<file path="src/rtl/rob_pkg.sv">
// Shared defines for the reorder buffer: data and GPR index widths, default depth, entry fields.
// The optional feature macro ROB_WB_BYPASS_EN is consumed in rob.sv.
package rob_pkg;

  localparam int WORD_WIDTH        = 32;
  localparam int GPR_ADDR_WIDTH    = 5;
  localparam int ROB_DEPTH_DEFAULT = 8;
  localparam int ROB_TAG_DEFAULT   = $clog2(ROB_DEPTH_DEFAULT);

  typedef struct packed {
    logic                      valid;
    logic                      done;
    logic                      has_dst;
    logic [GPR_ADDR_WIDTH-1:0] dst_addr;
    logic [WORD_WIDTH-1:0]     value;
  } rob_entry_t;

endpackage

</file>
<file path="src/rtl/rob.sv">
// Reorder buffer: in-order allocate, out-of-order writeback, in-order retire onto the GPR commit port.
// Define ROB_WB_BYPASS_EN to let a writeback that targets the head retire in the same cycle.
module rob
  import rob_pkg::*;
#(
  parameter int ROB_DEPTH = ROB_DEPTH_DEFAULT,
  parameter int TAG_WIDTH = ROB_TAG_DEFAULT
) (
  input  logic                      clk,
  input  logic                      rst,
  input  logic                      alloc_valid,
  input  logic                      alloc_has_dst,
  input  logic [GPR_ADDR_WIDTH-1:0] alloc_dst_addr,
  output logic                      alloc_ready,
  output logic [TAG_WIDTH-1:0]      alloc_tag,
  input  logic                      wb_valid,
  input  logic [TAG_WIDTH-1:0]      wb_tag,
  input  logic [WORD_WIDTH-1:0]     wb_value,
  input  logic                      flush,
  output logic                      commit_valid,
  output logic [TAG_WIDTH-1:0]      commit_tag,
  output logic                      commit_en,
  output logic [GPR_ADDR_WIDTH-1:0] rob_commit_dst_addr,
  output logic [WORD_WIDTH-1:0]     rob_commit_dst_value,
  output logic                      rob_empty,
  output logic [TAG_WIDTH:0]        rob_count
);

  rob_entry_t             r_entry [ROB_DEPTH];
  logic [TAG_WIDTH-1:0]   r_head;
  logic [TAG_WIDTH-1:0]   r_tail;
  logic [TAG_WIDTH:0]     r_count;

  rob_entry_t             w_head;
  logic                   w_bypass;
  logic                   w_alloc_fire;
  logic                   w_commit_fire;
  logic [WORD_WIDTH-1:0]  w_commit_value;

  assign w_head = r_entry[r_head];

`ifdef ROB_WB_BYPASS_EN
  assign w_bypass = wb_valid && (wb_tag == r_head) && w_head.valid && !w_head.done;
`else
  assign w_bypass = 1'b0;
`endif

  // A full buffer stays full for the whole cycle, even if the head retires.
  assign alloc_ready    = (r_count != (TAG_WIDTH+1)'(ROB_DEPTH));
  assign alloc_tag      = r_tail;
  assign w_alloc_fire   = alloc_valid && alloc_ready && !flush;
  assign w_commit_fire  = w_head.valid && (w_head.done || w_bypass) && !flush;
  assign w_commit_value = w_bypass ? wb_value : w_head.value;

  assign commit_valid = w_commit_fire;
  assign commit_tag   = w_commit_fire ? r_head : '0;
  // x0 is hardwired, so retirements targeting it never reach the register file.
  assign commit_en    = w_commit_fire && w_head.has_dst && (w_head.dst_addr != '0);
  assign rob_commit_dst_addr  = commit_en ? w_head.dst_addr : '0;
  assign rob_commit_dst_value = commit_en ? w_commit_value : '0;
  assign rob_empty    = (r_count == '0);
  assign rob_count    = r_count;

  always_ff @(posedge clk) begin
    if (rst || flush) begin
      r_head  <= '0;
      r_tail  <= '0;
      r_count <= '0;
    end else begin
      if (w_alloc_fire) begin
        r_tail <= r_tail + 1'b1;
      end
      if (w_commit_fire) begin
        r_head <= r_head + 1'b1;
      end
      case ({w_alloc_fire, w_commit_fire})
        2'b10:   r_count <= r_count + 1'b1;
        2'b01:   r_count <= r_count - 1'b1;
        default: r_count <= r_count;
      endcase
    end
  end

  // Writeback is judged against the pre-edge state; an entry allocated this
  // cycle was invalid, so a stray writeback to it cannot mark it done.
  always_ff @(posedge clk) begin
    for (int i = 0; i < ROB_DEPTH; i++) begin
      if (rst || flush) begin
        r_entry[i].valid <= 1'b0;
        r_entry[i].done  <= 1'b0;
      end else if (w_alloc_fire && (r_tail == TAG_WIDTH'(i))) begin
        r_entry[i].valid    <= 1'b1;
        r_entry[i].done     <= 1'b0;
        r_entry[i].has_dst  <= alloc_has_dst;
        r_entry[i].dst_addr <= alloc_dst_addr;
      end else if (w_commit_fire && (r_head == TAG_WIDTH'(i))) begin
        r_entry[i].valid <= 1'b0;
        r_entry[i].done  <= 1'b0;
      end else if (wb_valid && (wb_tag == TAG_WIDTH'(i)) &&
                   r_entry[i].valid && !r_entry[i].done) begin
        r_entry[i].done  <= 1'b1;
        r_entry[i].value <= wb_value;
      end
    end
  end

endmodule

</file>
<file path="config.mk">
export PLATFORM = sky130hd
export DESIGN_NAME = rob
export DESIGN_NICKNAME = d
export VERILOG_FILES = /design/src/rtl/rob_pkg.sv /design/src/rtl/rob.sv
export SDC_FILE = /design/constraint.sdc
export NUM_CORES = 1
export LEC_CHECK = 0
export ABC_AREA = 1
export CAP_MARGIN = 20
export CORE_MARGIN = 10
export CORE_UTILIZATION = 59
export CTS_CLUSTER_DIAMETER = 40
export DETAILED_ROUTE_END_ITERATION = 16
export GPL_TIMING_DRIVEN = 0
export PLACE_DENSITY = 0.83
export REMOVE_ABC_BUFFERS = 1
export SLEW_MARGIN = 20
export SYNTH_ARGS = -nofsm -noshare
export SYNTH_HDL_FRONTEND = slang
export SYNTH_SLANG_ARGS = --single-unit
</file>
<file path="constraint.sdc">
create_clock -name clk -period 4.2 [get_ports clk]
set_input_delay 0.42 -clock clk [delete_from_list [all_inputs] [get_ports clk]]
set_output_delay 0.42 -clock clk [all_outputs]
set_load 0.005 [all_outputs]
</file>
[Word-level counts from Yosys, hierarchy flattened]
Memories as Yosys holds them, arrays and structs flattened. A register that Yosys moved wholly into a read port is not among the register bits.
Cells that the tools add are included.
Storage, ports and cells
  RAM bits: 320
  register bits after elaboration: 10
  input port bits: 46
  word-level logic and storage cells: 278
  output and inout bits: 51
  memories kept: 1
Operators by class
  equality and inequality tests: 24
  muxes and demuxes: 144
  reduce and logical (&&, ||, !) cells: 62
  add/subtract/negate cells: 4
  bitwise gates (word level): 40
Memory list
  r_entry: words 8, width 40, read ports 9, clocked after memory_dff 1, wr ports 8, RTL line rob.sv:29  | rob_entry_t r_entry [ROB_DEPTH];
Operator list (count)
  two-way mux 1 bit: 138
  logical AND 1 bit: 46
  bitwise OR 1 bit: 40
  == test 3 bit (second input constant): 12
  two-way mux 32 bit: 1
  == test 3 x 2 -> 1 bit (second input constant): 6
  == test 3 x 1 -> 1 bit (second input constant): 3
  logical NOT 1 bit: 9
  logical NOT 3 bit: 3
  two-way mux 3 bit: 3
  case mux 4 bit (2 select lines): 1
  adder 3 x 1 -> 3 bit (second input constant): 2
  two-way mux 5 bit: 1
  nonzero test 5 bit: 1
  adder 4 x 1 -> 4 bit (second input constant): 1
  logical NOT 4 bit: 1
  inequality test 4 bit (second input constant): 1
  subtractor 4 x 1 -> 4 bit (second input constant): 1
  == test 2 x 1 -> 1 bit (second input constant): 1
  == test 2 bit (second input constant): 1
  nonzero test 2 bit: 1
  logical OR 1 bit: 1

[Depth between registers and ports, before layout]
  word-level depth: 10
  mapped depth: 16
  depth with buffers taken out: 15

[Worst setup path after synthesis]
OpenSTA, ideal clock, no wires.
  path type: register to register
  from: register (tool-made name)
  to: memory r_entry[7][38] in the netlist's numbering (data pin)
  library setup time: 474 ps
  cell stages (with the launch flop): 12
  path buffers: 2
  data arrival time: 2760 ps
  data required time: 3726 ps
  period minus slack after synthesis: 3235 ps
  slack: 965 ps
  path through: dfxtp_1 > buf_6 > buf_6 > nand3_1 > nand3_1 > nand3_1 > nand2_2 > nand2_4 > clkinv_1 > nand2_1 > nand2_1 > nor2_1
RTL lines (RTL line)
  to (decl): rob.sv:29

==> run metrics <==
Post-Synth Simple-Gate Area=a little under an eighth; total of max-cap violations=0; drt pass-1 iters=5; I/O pins=97; clk_skew=0.0208 ns; most common cell after layout, fill and taps aside=edfxtp_1; grt total ovfl=0; #FFs+latches synth=333; drt drc=0; number of vias per cell=6.02; max incr delay on CP=0.62 ns; sw frac=19.9%; vias in the first global route=9,196; final setup TNS=0 ns; Clk pwr share=45.1%; fmax=0.248 GHz; RSZ-0062 raised after global routing=false; CTS clk-pin slew, worst paths=0.06 ns; Post-CTS Hold Fix Bufs=0; Synth Area in Adders=1.46%; GRT Total Usage=20.5%; area leader, netlist=edfxtp_1; Initial Util=60.3%; sequential area share after synthesis=71.9%; Post-Place Cells=1,471; Power, Total=approximately 7 mW; Clock Tree Root=clkbuf_16; Yosys cell types=33; Critical Path AT=3.62 ns; proportion of synthesized area in mux cells=0%; Worst path top cell family by delay=buffers and inverters; Data required, critical path=approximately 3.8 ns; Synth Area in Compound Gates=10.3%; nets=1,259; Comb power frac=2.5%; later-pin clock latency in the skew report=0.52 ns; H-tree levels=2; Die H=173 µm; CP endpoint kind=output port; slowest CP cell=dfxtp_4; clock sinks=333; Startpoint Class=register; antenna violations before repair=3; fillers=between 1,000 and 1,500; Rows=55; fraction of layout instances using a drive strength above 1=under 10%; final max-slew violation count=0; Synth Instances=1,112; Syn Std Cell Area=13,700 µm²; WHS Path Cells=3; final wirelength=31.9 mm; Worst Hold Slack=between 0.5 and 0.6 ns; Finished Layout Cells=approximately 1,500; Horiz. Die Dim=173 µm; first-pass GRT wire length=49.1 mm; Hold WC Path Type=in -> reg; R2R cell count=14; crit-path cells=buf_12 -> inv_8 -> nand3_1 -> nand3_1 -> nand2_1 -> nand3_1 -> o21ai_4 -> buf_16 -> buf_16 -> nor2_2 -> clkdlybuf4s50_1; Tcrit/Tclk final=96.1%; Switch Pwr=1.39 mW; CTS Buffer Depth=3; Post-Synth XOR/XNOR Area=0.191%; core area=about 23,000 µm²; initial drt markers=1,138; pre-CTS setup slack=0.493 ns; post-synth top area share=approximately 70%; Syn Area/Cell=12.3 µm²; setup violators final=0; Seq pwr share=between 50% and 60%; largest net degree at the start of global routing=117; CTS Buf Count=37; crit-path max FO=77; maximum vdd drop=0.316 mV; Ys Warns=0; largest family of logic cells by synthesized area=simple AND/OR/NAND/NOR gates; Final ANT Viol Nets=0; Die ar.=29,800 µm²; setup slack after layout=0.162 ns; WS Path Type=reg -> out; Int Power=5.60 mW; synth top area cells=edfxtp_1, nor2_1, o21ai_0, nand2_1, nand3_1; hpwl dp=18.1 mm; Worst slew margin=48.9%; status=finished clean; final-report hold violation count=0; Bufs and invs on worst path=5; Slew @ Worst Pin=around 0.76 ns; commonest cells after routing, fill and taps aside=edfxtp_1, nor2_1, o21ai_0; routed len/inst=approximately 21 µm; Via Count=around 9,300; cell depth of the worst setup path=11; crit path time final=4.04 ns; power density over cell area=~430 nW/µm²; leakage power=roughly 5.5 nW; IO Port Bufs=96; CTS tree=done; gp weighted congestion=0.843; most used cell along the critical path=nand3_1; synth-to-layout area growth=19.1%
[state kept, by name (all words and copies together), names as in the netlist, named ones only]
register   cells
alloc_tag      3
rob_count      4
r_head         3
r_entry      320
[worst register-to-register path, delay by kind of cell, from the launching register on]
kind / cells / cell delay [ns]
XOR/XNOR: 2 / 0.38
buffers and inverters: 4 / 1.00
flip-flops: 1 / 0.48
adder cells (fa/ha/maj): 2 / 0.55
AO/OA/AOI/OAI: 2 / 0.22
AND/OR/NAND/NOR: 4 / 0.50
[final cells by class]
type / instances / area (µm²) / share of cell area, %
Antenna cell: 3 / 7.51 / 0.0459
Clock buffer: 42 / 945 / 5.78
Clock inverter: 23 / 251 / 1.54
Inverter: 63 / 251 / 1.54
Multi-Input combinational cell: 650 / 3290 / 20.1
Sequential cell: 333 / 9880 / 60.4
Tap cell: 313 / 392 / 2.40
Timing Repair Buffer: 112 / 1330 / 8.16
[logic make-up after synthesis]
group | after synthesis
AOI/OAI and AO/OA | 249
xor gates and xnor gates | 3
adders and majority gates | 16
buffers and inverters | 129
DFF | 333
and+or+nand+nor | 382
[stage by stage]
step / instance area (µm²) / utilization (%)
6_report: 16300 / 71.8
3_3_place_gp: 14700 / 64.5
2_1_floorplan: 13300 / -
5_1_grt: 16300 / 71.7
3_5_place_dp: 15100 / 66.5
4_1_cts: 16300 / 71.7
[cells in the mapped netlist]
master / instances
edfxtp_1: 320
nor2_1: 209
o21ai_0: 146
nand2_1: 81
inv_1: 59
nand3_1: 56
o221ai_1: 32
o22ai_1: 32
clkbuf_1: 29
o21ai_1: 28
nor2_2: 20
buf_2: 19
ha_1: 16
dfxtp_1: 13
nand4_1: 10
a21oi_1: 9
buf_6: 8
buf_4: 6
buf_1: 2
buf_8: 2
inv_2: 2
xor2_1: 2
and3_1: 1
clkinv_1: 1
inv_4: 1
nand2_2: 1
nand2_4: 1
nand3b_1: 1
nor4_1: 1
o211ai_1: 1
o21ai_2: 1
or3_1: 1
xnor2_1: 1
[power by group through the flow]
stage	clock (mW)	sequential, mW	combinational, mW
floorplan	0	3.73	0.0573
global placement	0	3.74	0.156
detailed placement	0	3.73	0.173
CTS	3.18	3.66	0.175
global route	3.31	3.66	0.194
finish	3.15	3.66	0.177
[per-layer routing]
| layer | GRT usage, % | up-vias | share of wire [%] |
|---|---|---|---|
| met5 | 0 | - | 0 |
| met4 | 7.18 | 0 | 2.3 |
| met3 | 4.73 | 64 | 9.0 |
| met2 | 35.4 | 494 | 50 |
| met1 | 24.6 | 4497 | 38 |
| li1 | - | 4205 | - |
[timing repair]
item	in CTS	in global routing
setup buffers	0	0
gates cloned	0	0
endpoints found under the setup margin	18	18
pin swaps	0	0
resized for setup	1	1
[path summary, 6_finish.rpt]
kind	start	end	slack [ns]
hold reg to reg	r_head[0]	r_head[0]	0.54
setup / recovery	register	rob_commit_dst_value[27]	0.16
hold / removal	alloc_valid	alloc_tag[0]	0.52
setup reg to reg	register	rob_count[2]	0.94
Note: power is estimated with default switching activity, not from simulation.
